File: src/rtl/uart_rx.sv
//-----------------------------------------------------------------------------
// +---------------------------------------------------------------------------+
// | Module   : uart_rx                                                        |
// | Purpose  : 8N1 serial receiver. Resynchronizes the asynchronous rx line,  |
// |            detects the start bit, samples each bit at mid-bit with an     |
// |            internal baud counter and presents the received byte with a    |
// |            one-cycle strobe, plus a framing-error strobe.                 |
// | Ports    : clk   - system clock                                           |
// |            rst   - synchronous reset, active-high                         |
// |            rx    - serial line, asynchronous, idle high                   |
// |            data  - last received byte (LSB received first)                |
// |            rcv   - one-cycle pulse, data is valid and new                 |
// |            ferr  - one-cycle pulse, stop bit sampled low                  |
// |            perr  - one-cycle pulse, parity mismatch                       |
// | Options  : define UART_RX_PARITY_EN to insert an even-parity bit between  |
// |            the data bits and the stop bit. Without it perr is tied to 0.  |
// | Revision : 1.0 - initial release                                          |
// +---------------------------------------------------------------------------+
`default_nettype none

module uart_rx #(
    parameter int unsigned BAUD = 104   // clock cycles per bit, 4..65535
) (
    input  logic       clk,
    input  logic       rst,
    input  logic       rx,
    output logic [7:0] data,
    output logic       rcv,
    output logic       ferr,
    output logic       perr
);

    localparam int unsigned CNT_W = (BAUD > 1) ? $clog2(BAUD) : 1;
    localparam logic [CNT_W-1:0] C_HALF = CNT_W'(BAUD / 2 - 1);
    localparam logic [CNT_W-1:0] C_FULL = CNT_W'(BAUD - 1);
    localparam logic [CNT_W-1:0] C_ONE  = CNT_W'(1);

`ifdef UART_RX_PARITY_EN
    typedef enum logic [2:0] {
        S_IDLE   = 3'd0,
        S_START  = 3'd1,
        S_DATA   = 3'd2,
        S_PARITY = 3'd3,
        S_STOP   = 3'd4
    } state_t;
`else
    typedef enum logic [2:0] {
        S_IDLE   = 3'd0,
        S_START  = 3'd1,
        S_DATA   = 3'd2,
        S_STOP   = 3'd4
    } state_t;
`endif

    state_t           state_q;
    logic             rx_meta_q;
    logic             rx_s_q;
    logic [CNT_W-1:0] cnt_q;
    logic [2:0]       bit_idx_q;
    logic [7:0]       shift_q;
    logic [7:0]       data_q;
    logic             rcv_q;
    logic             ferr_q;
    logic             tick;

`ifdef UART_RX_PARITY_EN
    logic             par_bad_q;
    logic             perr_q;
`endif

    // The counter idles at zero, so a tick is simply "counter reached zero".
    assign tick = (cnt_q == '0);

    always_ff @(posedge clk) begin
        if (rst) begin
            rx_meta_q <= 1'b1;
            rx_s_q    <= 1'b1;
            state_q   <= S_IDLE;
            cnt_q     <= '0;
            bit_idx_q <= 3'd0;
            shift_q   <= 8'h00;
            data_q    <= 8'h00;
            rcv_q     <= 1'b0;
            ferr_q    <= 1'b0;
`ifdef UART_RX_PARITY_EN
            par_bad_q <= 1'b0;
            perr_q    <= 1'b0;
`endif
        end else begin
            rx_meta_q <= rx;
            rx_s_q    <= rx_meta_q;

            // Strobes default low; they are only raised for a single cycle.
            rcv_q  <= 1'b0;
            ferr_q <= 1'b0;
`ifdef UART_RX_PARITY_EN
            perr_q <= 1'b0;
`endif

            if (!tick) begin
                cnt_q <= cnt_q - C_ONE;
            end

            case (state_q)
                S_IDLE: begin
                    if (!rx_s_q) begin
                        state_q <= S_START;
                        cnt_q   <= C_HALF;
                    end
                end

                S_START: begin
                    if (tick) begin
                        if (!rx_s_q) begin
                            state_q   <= S_DATA;
                            cnt_q     <= C_FULL;
                            bit_idx_q <= 3'd0;
                        end else begin
                            // Line went back high before mid-start: glitch.
                            state_q <= S_IDLE;
                        end
                    end
                end

                S_DATA: begin
                    if (tick) begin
                        // LSB arrives first, so shift in at the MSB end.
                        shift_q   <= {rx_s_q, shift_q[7:1]};
                        cnt_q     <= C_FULL;
                        bit_idx_q <= bit_idx_q + 3'd1;
                        if (bit_idx_q == 3'd7) begin
`ifdef UART_RX_PARITY_EN
                            state_q <= S_PARITY;
`else
                            state_q <= S_STOP;
`endif
                        end
                    end
                end

`ifdef UART_RX_PARITY_EN
                S_PARITY: begin
                    if (tick) begin
                        // Even parity: XOR of data bits must equal the parity bit.
                        par_bad_q <= (^shift_q) ^ rx_s_q;
                        cnt_q     <= C_FULL;
                        state_q   <= S_STOP;
                    end
                end
`endif

                S_STOP: begin
                    if (tick) begin
                        if (rx_s_q) begin
                            data_q <= shift_q;
                            rcv_q  <= 1'b1;
                        end else begin
                            ferr_q <= 1'b1;
                        end
`ifdef UART_RX_PARITY_EN
                        perr_q <= par_bad_q;
`endif
                        // Back to IDLE at mid-stop so a following start edge
                        // is never missed.
                        state_q <= S_IDLE;
                    end
                end

                default: begin
                    state_q <= S_IDLE;
                end
            endcase
        end
    end

    assign data = data_q;
    assign rcv  = rcv_q;
    assign ferr = ferr_q;

`ifdef UART_RX_PARITY_EN
    assign perr = perr_q;
`else
    assign perr = 1'b0;
`endif

endmodule

`default_nettype wire

File: config.mk
export PLATFORM = sky130hd
export DESIGN_NAME = uart_rx
export DESIGN_NICKNAME = d
export VERILOG_FILES = /design/src/rtl/uart_rx.sv
export SDC_FILE = /design/constraint.sdc
export NUM_CORES = 1
export LEC_CHECK = 0
export ABC_AREA = 1
export CORE_MARGIN = 2
export CORE_UTILIZATION = 50
export CTS_CLUSTER_DIAMETER = 80
export CTS_CLUSTER_SIZE = 10
export DETAILED_ROUTE_END_ITERATION = 6
export PLACE_DENSITY = 0.85
export SLEW_MARGIN = 20
export SYNTH_ARGS = -nofsm -noshare
export SYNTH_HDL_FRONTEND = slang
export SYNTH_SLANG_ARGS = --single-unit
File: constraint.sdc
create_clock -name clk -period 1.8 [get_ports clk]
set_input_delay 0.27 -clock clk [delete_from_list [all_inputs] [get_ports clk]]
set_output_delay 0.27 -clock clk [all_outputs]
set_load 0.01 [all_outputs]
### Word-level counts from Yosys, hierarchy flattened

Index checks and enable logic that the tools add are counted.

| cells by class | value |
|---|---|
| bitwise operators | 2 |
| add/sub/neg operators | 2 |
| $mul | 0 |
| div/mod/pow operators | 0 |
| order comparisons | 0 |
| reduce and logical (&&, ||, !) cells | 8 |
| multiplexer cells | 19 |
| shift operators | 0 |
| eq/ne operators | 10 |

Operators with widths:

| cell | count |
|---|---|
| two-way mux 7 bit | 5 |
| two-way mux 3 bit | 8 |
| one-hot mux 7 bit (3 select lines) | 1 |
| != test 2 bit (second input constant) | 6 |
| one-hot mux 3 bit (4 select lines) | 1 |
| zero test 7 bit | 1 |
| subtractor 7 x 1 -> 7 bit (second input constant) | 1 |
| equality test 3 bit (second input constant) | 2 |
| one-hot mux 3 bit (2 select lines) | 1 |
| AND reduction 5 bit | 1 |
| AND reduction 4 bit | 1 |
| adder 3 x 1 -> 3 bit (second input constant) | 1 |
| equality test 3 x 1 -> 1 bit (second input constant) | 1 |
| equality test 3 x 2 -> 1 bit (second input constant) | 1 |
| zero test 3 bit | 1 |
| AND reduction 3 bit | 1 |
| OR reduction 3 bit | 1 |
| two-way mux 1 bit | 2 |
| two-way mux 2 bit | 1 |
| NOT 1 bit | 2 |
| AND reduction 2 bit | 1 |
| nonzero test 2 bit | 1 |

| storage, ports and cells | value |
|---|---|
| output and inout port bits | 11 |
| bits in registers | 33 |
| word-level logic and storage cells | 50 |
| latch bits | 0 |
| memories kept | 0 |
| RAM bits | 0 |
| ROM bits | 0 |

### Longest topological paths before layout

| logic depth | value |
|---|---|
| word-level depth | 5 |
| mapped depth | 11 |

### Worst setup path before layout

OpenSTA, ideal clock, no wires.

| timing path | value |
|---|---|
| path kind | reg-to-reg |
| start | register cnt_q[0] |
| end | register cnt_q[0] |
| clock period less this slack | 1704 ps |
| path buffers | 1 |
| arrival | 1585 ps |
| data required time | 1681 ps |
| library setup time | 119 ps |
| setup slack | 96 ps |
| stages on the path, launching flop included | 12 |
| cells stage by stage | dfxtp_1 -> inv_1 -> ha_1 -> inv_1 -> nor2_1 -> nand3_4 -> buf_4 -> ha_1 -> nor2_1 -> nand2_1 -> nand2_1 -> a21oi_1 |

| between the ends | value |
|---|---|
| cells in the longest elaborated chain, start to end | 5 |

RTL lines:

| element | line | source |
|---|---|---|
| from (decl) | 58 | `logic [CNT_W-1:0] cnt_q;` |
| from (signal assigned) | 101 | `cnt_q <= cnt_q - C_ONE;` |
| subtractor 7 x 1 -> 7 bit or zero test 7 bit (tied branches) | 101, 72 |  |
| two-way mux 7 bit | 100 | `if (!tick) begin` |
| two-way mux 7 bit | 114 | `if (!rx_s_q) begin` |
| two-way mux 7 bit | 113 | `if (tick) begin` |
| one-hot mux 7 bit (3 select lines) * | 104 | `case (state_q)` |

Mark *: on every way between the ends. The rest lies on a longest branch, timed or not.
A chain may end at the register's enable or synchronous reset.

### Worst setup path after layout

Same ends and word-level chain as after synthesis.

==> flow_summary_export.csv <==
group,metric,value,unit
worst_setup_path,cpMostUsedCell,"ha_1",
placed_design,place_congestion,0.8422,
sta,timing.final.ws_setup,123.3,ps
cts,cts.htree.levels,2,
grt,overflow,0,
finish,drive_above_1_share,0.1627,
sta,hold_viol,0,
finish,fin_nets,216,
sta,rsz0062_at_grt,"false",
sta,fin_skew,16.78,ps
cts,clockBufferDepth,2,
worst_setup_path,timing.rr.start,"cnt_q[0]",
power_and_ir_drop,ir_drop,1.107,mV
finish,syn_to_final_growth,17.37,%
cts,numCtsBuffers,5,
route,wirelength,2789,um
cts,clockRootBuffer,"clkbuf_4",
sta,timing.final.crit_share,0.9315,
worst_setup_path,start_kind,"register",
power_and_ir_drop,p_leak,0.7940,nW
flow_run,max-cap-violations,0,
finish,seqCellArea,660.6,sq um
worst_setup_path,crit_path_end_kind,"register",
cts,clk_pin_slew,110,ps
worst_setup_path,path_buf_inv,2,
logic_synthesis,syn_area,1476,sq um
worst_hold_path,hold_end,"rx_s_q",
finish,layout.cells.non_filler,240,
worst_setup_path,critical-path-slowest-cell,"dfxtp_1",
placed_design,dp.cells,232,
worst_setup_path,reg2regPathDepth,8,
floorplanning,boundaryPins,14,
logic_synthesis,synth_cell_type_count,31,
logic_synthesis,syn_nets,196,
floorplanning,die_x,58.34,um
floorplanning,num_rows,19,
route,wire_per_inst,11.62,um
sta,slew_violations,0,
route,antenna_left,0,
worst_setup_path,required,2080,ps
cts,cts_tree,"yes",
sta,fmax,0.5964,GHz
logic_synthesis,yosysSeqAreaShare,0.4475,
grt,grt_max_degree,12,
worst_setup_path,r2r_end,"cnt_q[0]",
grt,grt_pass1_vias,1148,
worst_setup_path,slowest_delay,350,ps
finish,antennaDiodeCount,0,
finish,num-fill-cells,248,
worst_setup_path,critical_path.cell_chain,"inv_2, ha_1, inv_1, nor2_1, nand3_4, ha_1, or2_2, a21oi_1",
worst_setup_path,crit_fanout,8,
worst_setup_path,r2r_slack,120,ps
cts,cts_sinks,33,
logic_synthesis,synth_seq_cells,33,
worst_setup_path,cpLargestDelayFamily,"simple AND/OR/NAND/NOR gates",
worst_hold_path,hold_start,"rx_meta_q",
worst_hold_path,worstHoldPathType,"reg -> reg",
sta,setup_tns,0,ps
floorplanning,fp.dieH,58.34,um
floorplanning,die_area,3404,sq um
finish,multi_input_area,708.2,sq um
grt,grt_pass1_wl,4726,um
floorplanning,core,2781,sq um
outcome,status,"complete, no violations",
route,first_pass_iters,4,
route,vias_per_cell,5.175,
grt,grt_use_total,0.1809,
placed_design,dp_worst_setup_slack,96.78,ps
sta,period_needed,1677,ps
route,vias,1242,
grt,antenna_found_initial,0,
power_and_ir_drop,power_density,1166,nW/um^2
floorplanning,initial_utilization,0.5308,
route,first_iter_violations,39,
logic_synthesis,syn_inst,188,
worst_hold_path,min_path_cells,1,
worst_setup_path,crit_type,"reg -> reg",
placed_design,io_buffer_count,12,
logic_synthesis,avgSynthCellArea,7.853,sq um
placed_design,dp.final_hpwl,2051,um
logic_synthesis,yosysWarningCount,0,
sta,setup_viol,0,
cts,clk_latency,340,ps
worst_setup_path,cp.arrival,1960,ps
route,drc,0,
==> placed cells by master (no fill, tap or decap), drive strengths merged <==
cell,netlist,layout
nand3,11,11
nor4,1,1
o21ai,21,21
inv,16,16
conb,1,1
or2,3,3
nand3b,1,1
xor2,4,4
ha,5,5
a21oi,15,15
clkbuf,1,7
bufinv,0,1
a31oi,1,1
nand4,2,2
dfxtp,33,33
nor2,36,36
clkdlybuf4s50,0,12
nand2,28,28
nor3,3,3
buf,6,8
==> flip-flops by register name, indices dropped and copies added, names as in the netlist <==
register and cells:
shift_q 8, data 8, ferr 1, rx_s_q 1
bit_idx_q 3, rcv 1, rx_meta_q 1, state_q 3
cnt_q 7
==> Yosys cell counts <==
cell type / instances / share of area
ha_1: 5 / 0.042
o21ai_2: 2 / 0.012
nor2_2: 2 / 0.0085
nand3b_1: 1 / 0.0051
nand3_2: 1 / 0.0068
nand3_4: 1 / 0.012
or2_2: 3 / 0.013
xor2_1: 4 / 0.024
buf_1: 1 / 0.0025
o21ai_1: 1 / 0.0034
nor2_4: 2 / 0.015
a31oi_1: 1 / 0.0042
nor4_1: 1 / 0.0042
nand4_1: 2 / 0.0085
nand2_2: 2 / 0.0085
inv_1: 15 / 0.038
conb_1: 1 / 0.0025
o21ai_0: 18 / 0.061
nand3_1: 9 / 0.031
a21oi_1: 13 / 0.044
nor3_2: 1 / 0.0068
nand2_1: 26 / 0.066
buf_2: 1 / 0.0034
dfxtp_1: 33 / 0.45
buf_4: 2 / 0.010
nor2_1: 32 / 0.081
a21oi_2: 2 / 0.012
nor3_1: 2 / 0.0068
inv_2: 1 / 0.0025
buf_6: 2 / 0.015
clkbuf_1: 1 / 0.0025
==> per-stage QoR <==
stage,total power [mW],utilization,hold WS [ps],cell area (sq um)
after floorplan,1.345,-,373.8,1476
after global placement,1.425,0.5915,392.5,1645
after detailed placement,1.453,0.5915,405.2,1645
after CTS,2.030,0.6221,409.9,1730
after global routing,2.172,0.6230,398.0,1733
final,2.021,0.6230,404.4,1733
==> cell type report <==
cell class,count,area share
clock buffers,7,0.03177
clock inverters,1,0.01733
inverters,16,0.03466
multi-input cells,132,0.4087
flip-flops and latches,33,0.3812
well taps,31,0.02238
repair buffers,20,0.1040
==> cell families (layout without fill, tap and decap cells) <==
family | after synthesis | in the layout | share of synthesized area
compound gates | 37 | 37 | 0.1364
xor+xnor | 4 | 4 | 0.02373
fa+ha+maj | 5 | 5 | 0.04237
buf+inv | 23 | 44 | 0.07456
flops | 33 | 33 | 0.4475
other cells | 1 | 1 | 0.002540
simple gates | 85 | 85 | 0.2729
==> power breakdown <==
group	switching (mW)	internal, mW	leakage, nW
clock network	0.247	0.332	0.0455
registers	0.0671	0.799	0.268
logic	0.347	0.230	0.481
==> layer usage <==
metal / wire, um / vias up / part of all wire / global-route usage
li1: - / 650 / - / -
met1: 1297 / 562 / 0.47 / 0.2128
met2: 1323 / 24 / 0.47 / 0.3050
met3: 128 / 6 / 0.046 / 0.06154
met4: 40 / 0 / 0.014 / 0.06645
met5: 0 / - / 0 / 0
==> timing repair <==
action / 4_1_cts / 5_1_grt
gates resized for setup: 0 / 2
buffers inserted: 0 / 0
hold buffers: 0 / 0
endpoints found under the setup margin: 0 / 12
==> worst max-delay path by stage <==
stage | from | to | slack (ps) | cells after the start
5_1_grt | cnt_q[0] | cnt_q[0] | 20 | 8
2_1_floorplan | cnt_q[0] | cnt_q[0] | 100 | 11
3_3_place_gp | cnt_q[0] | cnt_q[0] | 180 | 10
6_report | cnt_q[0] | cnt_q[0] | 120 | 8
4_1_cts | cnt_q[0] | cnt_q[0] | 70 | 8
3_5_place_dp | cnt_q[0] | cnt_q[0] | 100 | 10
No activity file was read; power rests on OpenSTA's default activity.
